### src/rtl/coa_pkg.sv
// rtl/coa_pkg.sv - shared state encoding for the bit-serial arithmetic blocks
package coa_pkg;

    localparam logic [1:0] ST_IDLE = 2'd0;
    localparam logic [1:0] ST_RUN  = 2'd1;
    localparam logic [1:0] ST_DONE = 2'd2;

endpackage

### src/rtl/full_subtractor.sv
// rtl/full_subtractor.sv - 1-bit combinational full subtractor (a - b - bin)
module full_subtractor (
    input  logic a,
    input  logic b,
    input  logic bin,
    output logic d,
    output logic bout
);

    assign d    = a ^ b ^ bin;
    assign bout = (~a & b) | (~(a ^ b) & bin);

endmodule

### src/rtl/serial_subtractor_nbit.sv
// rtl/serial_subtractor_nbit.sv - bit-serial unsigned N-bit subtractor, LSB first
module serial_subtractor_nbit
    import coa_pkg::*;
#(
    parameter int N = 8
) (
    input  logic         clk,
    input  logic         rst_n,
    input  logic         start,
    input  logic [N-1:0] A,
    input  logic [N-1:0] B,
    output logic         busy,
    output logic         done,
    output logic [N-1:0] Diff,
    output logic         Borrow
);

    localparam int CW = $clog2(N) + 1;

    logic [1:0]    state;
    logic [1:0]    state_nxt;
    logic [N-1:0]  sa;
    logic [N-1:0]  sb;
    logic [N-1:0]  sd;
    logic [N-1:0]  sd_shift;
    logic [CW-1:0] cnt;
    logic          bor;
    logic          d;
    logic          bout;
    logic          last;

    assign last = (cnt == CW'(N - 1));

    full_subtractor u_fs (
        .a   (sa[0]),
        .b   (sb[0]),
        .bin (bor),
        .d   (d),
        .bout(bout)
    );

    // New difference bit enters at the MSB; a 1-bit build has nothing to shift.
    generate
        if (N == 1) begin : g_sd_one
            assign sd_shift = d;
        end else begin : g_sd_many
            assign sd_shift = {d, sd[N-1:1]};
        end
    endgenerate

    always_ff @(posedge clk or negedge rst_n) begin
        if (!rst_n) begin
            state <= ST_IDLE;
        end else begin
            state <= state_nxt;
        end
    end

    always_comb begin
        state_nxt = state;
        case (state)
            ST_IDLE: if (start) state_nxt = ST_RUN;
            ST_RUN:  if (last)  state_nxt = ST_DONE;
            default: state_nxt = ST_IDLE;
        endcase
    end

    always_comb begin
        busy = (state == ST_RUN) || (state == ST_DONE);
        done = (state == ST_DONE);
    end

    always_ff @(posedge clk or negedge rst_n) begin
        if (!rst_n) begin
            sa     <= '0;
            sb     <= '0;
            sd     <= '0;
            bor    <= 1'b0;
            cnt    <= '0;
            Diff   <= '0;
            Borrow <= 1'b0;
        end else begin
            case (state)
                ST_IDLE: begin
                    if (start) begin
                        sa  <= A;
                        sb  <= B;
                        sd  <= '0;
                        bor <= 1'b0;
                        cnt <= '0;
                    end
                end
                ST_RUN: begin
                    sa  <= sa >> 1;
                    sb  <= sb >> 1;
                    sd  <= sd_shift;
                    bor <= bout;
                    cnt <= cnt + 1'b1;
                    // Results update only here, so they hold between completions.
                    if (last) begin
                        Diff   <= sd_shift;
                        Borrow <= bout;
                    end
                end
                default: ;
            endcase
        end
    end

endmodule

### config.mk
export PLATFORM = sky130hd
export DESIGN_NAME = serial_subtractor_nbit
export DESIGN_NICKNAME = d
export VERILOG_FILES = /design/src/rtl/coa_pkg.sv /design/src/rtl/full_subtractor.sv /design/src/rtl/serial_subtractor_nbit.sv
export SDC_FILE = /design/constraint.sdc
export NUM_CORES = 1
export LEC_CHECK = 0
export CAP_MARGIN = 10
export CORE_MARGIN = 2
export CORE_UTILIZATION = 40
export DETAILED_ROUTE_END_ITERATION = 10
export GPL_TIMING_DRIVEN = 0
export SETUP_SLACK_MARGIN = 0.1
export SLEW_MARGIN = 10
export SYNTH_ARGS = -nofsm -noshare
export SYNTH_HDL_FRONTEND = slang
export SYNTH_HIERARCHICAL = 1
export SYNTH_SLANG_ARGS = --single-unit
### constraint.sdc
create_clock -name clk -period 3.09 [get_ports clk]
set_input_delay 0.7725 -clock clk [delete_from_list [all_inputs] [get_ports clk]]
set_output_delay 0.7725 -clock clk [all_outputs]
set_load 0.01 [all_outputs]
==> flow_metrics.py, run 1 <==
metrics = {
    "timing": {
        "finalMaxSlewViolations": 0,
        "hold_viol_final": 0,
        "setup_viol": 0,
        "fmax_ghz": 0.429,
        "period_share_pct": 75.5,
        "rsz0062_at_grt": "false",
        "clock_skew_ps": 3.36,
        "period_minus_slack_ps": 2330,
        "tns_ps": 0,
        "tightest_slew_ps": 463,
        "maxSlewHeadroom_pct": 68.5,
    },
    "placement": {
        "place_congestion": 0.799,
        "place_inst": 225,
        "dpl.hpwl_um": 2400,
        "port_buffers": 29,
    },
    "clock_network": {
        "clkSinkCount": 39,
        "clockRootBuffer": "clkbuf_8",
        "ctsHtreeMaxLevel": 2,
        "clock_latency_ps": 290,
        "post_cts_buffers": 0,
        "cts_buffers": 5,
        "post_cts_resized": 0,
        "clkTransAtPathRegs_ps": 70,
        "cts_tree": "yes",
        "clock_path_buffers": 2,
        "ctsHoldBuffers": 0,
    },
    "cells_and_area": {
        "antennaDiodeCount": 0,
        "final_cell_count_no_fill": 232,
        "final_util_pct": 51.5,
        "fillers": 364,
        "area_delta_synth_final_pct": 26.1,
        "regArea_sq_um": 976,
        "drive_above_1_share_pct": 15.6,
        "multi_input_area_sq_um": 707,
        "final_net_count": 204,
    },
    "detailed_routing": {
        "vias": 1174,
        "drt_iter0_drc": 36,
        "firstDrtPassIters": 4,
        "drtAntennaViolNets": 0,
        "routedWlPerCell_um": 14.0,
        "via_per_inst": 5.06,
        "remaining_drc_errors": 0,
        "wl_um": 3260,
    },
    "power_and_ir_drop": {
        "comb_power_share_pct": 39.2,
        "p_total_mw": 1.92,
        "p_clk_share_pct": 17.9,
        "peakVddDrop_uv": 300,
        "switchingPower_mw": 0.671,
        "p_int_mw": 1.25,
        "p_leak_nw": 1.05,
        "swShare_pct": 34.9,
        "sequentialPowerShare_pct": 42.9,
        "powerDensity_nw_per_um2": 867,
    },
    "logic_synthesis": {
        "yosys-top-cells-area": "dfrtp_1 (56%), mux2i_1 (8.0%), mux2_4 (7.7%), o21ai_0 (4.6%), a22o_1 (4.5%)",
        "ys_top_cells_by_count": "dfrtp_1 (39), nand2_1 (19), o21ai_0 (16)",
        "synth_top_area_share_pct": 55.6,
        "yosysSeqAreaShare_pct": 55.6,
        "synthCells": 143,
        "synth-edff-count": 0,
        "yosysTopAreaCell": "dfrtp_1",
        "avgSynthCellArea_sq_um": 12.3,
        "ys_warn_count": 6,
        "ys_ff_latch": 39,
        "yosysUniqueCellTypes": 27,
        "synthFlopType": "dfrtp_1",
        "synthArstFlopShare_pct": 100,
        "syn_area_sq_um": 1760,
        "synth_nets": 167,
        "yosysMostFrequentCell": "dfrtp_1",
    },
    "grt": {
        "grt_pass1_vias": 1185,
        "track_usage_pct": 14.2,
        "overflow": 0,
        "grt_pass1_wl_um": 5440,
        "grt_start_max_net_pins": 29,
        "antenna_found_initial": 0,
    },
    "worst_setup_path": {
        "arrival_ps": 1560,
        "critPathMaxFanout": 3,
        "cp_num_buf_inv": 2,
        "required_ps": 2320,
        "cpPeakStageDelay_ps": 540,
        "cp_cell_sequence": "inv_1 -> ha_1 -> clkdlybuf4s50_1",
        "endpoint_kind": "primary output",
        "cpMaxStageDelayCell": "clkdlybuf4s50_1",
        "worstSetupPathType": "reg -> out",
        "cpLargestDelayFamily": "buffers and inverters",
        "cp-start-kind": "register",
    },
    "status": {
        "status": "finished, final reports clean",
    },
    "worst_hold_path": {
        "hold_class": "in -> async",
    },
    "floorplanning": {
        "die_area_sq_um": 4930,
        "start_util_pct": 40.9,
        "die-width_um": 70.2,
        "die_h_um": 70.2,
        "ios": 30,
        "rows": 24,
        "core-area_sq_um": 4290,
    },
    "job": {
        "max_cap_violations": 0,
    },
}
==> per-layer routing <==
metal / track usage [%] / routed length [um] / vias up
li1: - / - / 571
met1: 17.7 / 1490 / 575
met2: 23.4 / 1630 / 26
met3: 4.76 / 124 / 2
met4: 4.49 / 11 / 0
met5: 0 / 0 / -
==> kinds of logic after synthesis <==
| logic type | share of synthesized area (%) |
|---|---|
| flops | 55.6 |
| compound gates | 11.2 |
| simple gates | 7.98 |
| mux | 17.1 |
| buf+inv | 4.13 |
| fa+ha+maj | 3.99 |
==> final cells by class <==
type / count / share of cell area [%]
flip-flops and latches: 39 / 44.1
multi-input cells: 90 / 31.9
repair buffers: 30 / 13.8
clock buffers: 6 / 3.73
well taps: 52 / 2.94
plain buffers: 8 / 2.26
inverters: 6 / 1.02
clock inverters: 1 / 0.226
==> worst paths after layout <==
kind	startpoint	end	slack [ps]	cells after the start
worst max-delay path	state[0]$_DFFE_PN0P_	busy	760	3
worst min-delay path	rst_n	Diff[2]$_DFFE_PN0P_	360	1
worst max register to register	state[0]$_DFFE_PN0P_	sa[5]$_DFFE_PN0P_	1210	5
worst min register to register	sb[4]$_DFFE_PN0P_	sb[4]$_DFFE_PN0P_	480	2
max in group asynchronous	rst_n	sa[1]$_DFFE_PN0P_	2280	2
min in group clk	sb[4]$_DFFE_PN0P_	sb[4]$_DFFE_PN0P_	480	2
==> placed cells by master, fill, tap and decap left out <==
cell type         n
a21oi_1           1
a22o_1            9
a22oi_1           2
a311oi_1          1
and2_1            2
buf_12            1
buf_2             5
buf_4             2
buf_6             1
clkbuf_1          1
clkbuf_8          6
clkdlybuf4s50_1  28
clkinv_2          1
dfrtp_1          39
fa_1              1
ha_1              4
inv_1             5
inv_2             1
mux2_2            1
mux2_4            9
mux2i_1          14
mux2i_2           1
nand2_1          19
nand2b_1          2
nand3_1           2
nand3b_1          2
nand4b_1          1
nor2_1            1
o21ai_0          16
o41ai_1           1
or2_1             1
==> registers in the layout, summed over array words and instances, names as in the netlist <==
| signal | flops |
|---|---|
| Borrow | 1 |
| Diff | 8 |
| bor | 1 |
| cnt | 4 |
| sa | 8 |
| sb | 8 |
| sd | 7 |
| state | 2 |
==> worst reg2reg max path, delay by kind of cell (launching register included) <==
kind	cells	cell delay, ps
AOI/OAI and AO/OA	1	160
muxes	1	470
DFF	1	400
buffers and inverters	2	470
adders and majority gates	1	240
==> stage by stage <==
stage | cell area, sq um | hold WS (ps) | setup slack (ps)
global placement | 2110 | 463 | 312
finish | 2210 | 365 | 759
detailed placement | 2130 | 473 | 750
floorplan | 1760 | 450 | 1480
CTS | 2210 | 365 | 753
global route | 2210 | 372 | 697
==> power groups by stage <==
stage	clock, mW	combinational (mW)	sequential (mW)
floorplan	0	0.539	0.811
global placement	0	0.738	0.822
detailed placement	0	0.765	0.836
CTS	0.358	0.767	0.825
global route	0.380	0.831	0.850
finish	0.343	0.753	0.824
Note: power is estimated with default switching activity, not from simulation.
==> run 2, diff against run 1 <==
==> constraint.sdc (replaced) <==
create_clock -name clk -period 2.2 [get_ports clk]
set_input_delay 0.55 -clock clk [delete_from_list [all_inputs] [get_ports clk]]
set_output_delay 0.55 -clock clk [all_outputs]
set_load 0.01 [all_outputs]
==> run 2 against run 1 <==
  * Flip-flop and latch count is the same
  * Non-clock buffer count is the same
  * Via count is the same
==> flow_metrics.py, run 2 (synthesis gave the netlist of run 1 again) <==
metrics = {
    "cells_and_area": {
        "final_common_cell": "dfrtp_1",
        "drive_above_1_share_pct": 15.6,
        "reg_top3": "Diff x8, sa x8, sb x8",
        "final_net_count": 204,
        "final_util_pct": 51.5,
        "final_cell_mix": "dfrtp_1 (39), clkdlybuf4s50_1 (27), nand2_1 (19)",
        "multi_input_area_sq_um": 707,
        "fillers": 364,
        "antennaDiodeCount": 0,
        "regArea_sq_um": 976,
        "area_delta_synth_final_pct": 26.0,
    },
    "grt": {
        "use_met1_pct": 17.7,
        "grtUsageMet3_pct": 4.76,
        "grt_start_max_net_pins": 29,
        "grt_pass1_wl_um": 5420,
        "top_usage_layer": "met2",
        "grt_pass1_vias": 1182,
        "antenna_found_initial": 0,
        "overflow": 0,
        "track_usage_pct": 14.2,
        "met2_usage_pct": 23.3,
    },
    "placement": {
        "dpl.hpwl_um": 2400,
        "place_congestion": 0.799,
        "pre_cts_slack_ps": 82.5,
        "port_buffers": 29,
    },
    "power_and_ir_drop": {
        "comb_power_share_pct": 39.0,
        "swShare_pct": 35.1,
        "sequentialPowerShare_pct": 43.1,
        "peakVddDrop_uv": 421,
        "p_int_mw": 1.75,
        "p_leak_nw": 1.05,
        "powerDensity_nw_per_um2": 1220,
        "switchingPower_mw": 0.943,
        "p_clk_share_pct": 17.9,
    },
    "detailed_routing": {
        "wl_um": 3260,
        "firstDrtPassIters": 4,
        "via_per_inst": 5.06,
        "routedWlPerCell_um": 14.1,
        "vias": 1174,
        "drt_iter0_drc": 36,
        "remaining_drc_errors": 0,
        "drtAntennaViolNets": 0,
    },
    "timing": {
        "clock_skew_ps": 3.18,
        "hold-worst-slack_ps": 142,
        "finalMaxSlewViolations": 0,
        "hold_viol_final": 0,
        "fmax_ghz": 0.496,
        "period_share_pct": 91.6,
        "setup_viol": 0,
        "layout_setup_ws_ps": 186,
        "period_minus_slack_ps": 2010,
        "maxSlewHeadroom_pct": 67.9,
        "rsz0062_at_grt": "false",
        "tightest_slew_ps": 472,
    },
    "worst_setup_path": {
        "worstSetupPathType": "reg -> out",
        "critPathMaxFanout": 3,
        "endpoint_kind": "primary output",
        "arrival_ps": 1460,
        "required_ps": 1650,
        "cp-start-kind": "register",
    },
    "floorplanning": {
        "ios": 30,
        "die-width_um": 70.2,
        "core-area_sq_um": 4290,
        "die_h_um": 70.2,
        "rows": 24,
        "die_area_sq_um": 4930,
        "start_util_pct": 40.9,
    },
    "clock_network": {
        "clock_latency_ps": 290,
        "clkTransAtPathRegs_ps": 70,
        "cts_buffers": 5,
        "cts_tree": "yes",
        "ctsHtreeMaxLevel": 2,
        "clkSinkCount": 39,
        "ctsHoldBuffers": 0,
        "clock_path_buffers": 2,
        "clockRootBuffer": "clkbuf_8",
    },
    "worst_hold_path": {
        "hold_class": "in -> async",
    },
    "status": {
        "status": "finished, final reports clean",
    },
    "job": {
        "max_cap_violations": 0,
    },
}
-- run 2: changes by cell type in the layout (fill, tap and decap cells not counted) --
cell             change
clkdlybuf4s50_1      -1
dlygate4sd2_1        +1
-- run 2: area by class of cell --
| cell class | count | share of cell area (%) |
|---|---|---|
| sequential | 39 | 44.1 |
| timing repair buffer | 30 | 13.7 |
| clock inverter | 1 | 0.226 |
| inverter | 6 | 1.02 |
| multi-input combinational | 90 | 32.0 |
| clock buffer | 6 | 3.73 |
| tap | 52 | 2.94 |
| buffer | 8 | 2.26 |
-- run 2: final timing paths --
check,startpoint,to,slack [ps],cells after the start
worst min register to register,sb[4]$_DFFE_PN0P_,sb[4]$_DFFE_PN0P_,480,2
worst min-delay path,rst_n,Diff[2]$_DFFE_PN0P_,140,1
min in group clk,sb[4]$_DFFE_PN0P_,sb[4]$_DFFE_PN0P_,480,2
max in group asynchronous,rst_n,sa[1]$_DFFE_PN0P_,1620,2
worst max register to register,state[0]$_DFFE_PN0P_,sa[5]$_DFFE_PN0P_,320,5
worst max-delay path,state[0]$_DFFE_PN0P_,done,190,3
-- run 2: metrics by stage --
step	power [mW]	instances	area [sq um]	setup TNS (ps)
5_1_grt	2.89	232	2210	0
4_1_cts	2.73	232	2210	0
3_3_place_gp	2.19	224	2110	-13780
3_5_place_dp	2.25	225	2130	0
6_report	2.69	232	2210	0
2_1_floorplan	1.90	143	1760	0
-- run 2: routing by layer --
layer  vias to the layer above  part of all wire (%)
met5                         -                     0
met4                         0                  0.34
met3                         2                   3.8
met2                        26                    50
met1                       577                    46
li1                        569                     -
-- run 2: worst max-delay path, stage by stage, from the launching register on --
cell and delay [ps]:
dfrtp_1 400, inv_1 100, ha_1 150, clkdlybuf4s50_1 530
-- run 2: what timing repair did --
| action | 4_1_cts | 5_1_grt |
|---|---|---|
| gates resized for setup | 1 | 0 |
| endpoints found under the setup margin | 1 | 0 |
| setup buffers | 0 | 0 |
-- run 2: power groups by stage --
stage / sequential [mW] / combinational [mW] / clock [mW]
floorplan: 1.14 / 0.757 / 0
CTS: 1.16 / 1.07 / 0.503
detailed placement: 1.17 / 1.07 / 0
finish: 1.16 / 1.05 / 0.481
global placement: 1.15 / 1.04 / 0
global route: 1.19 / 1.16 / 0.533
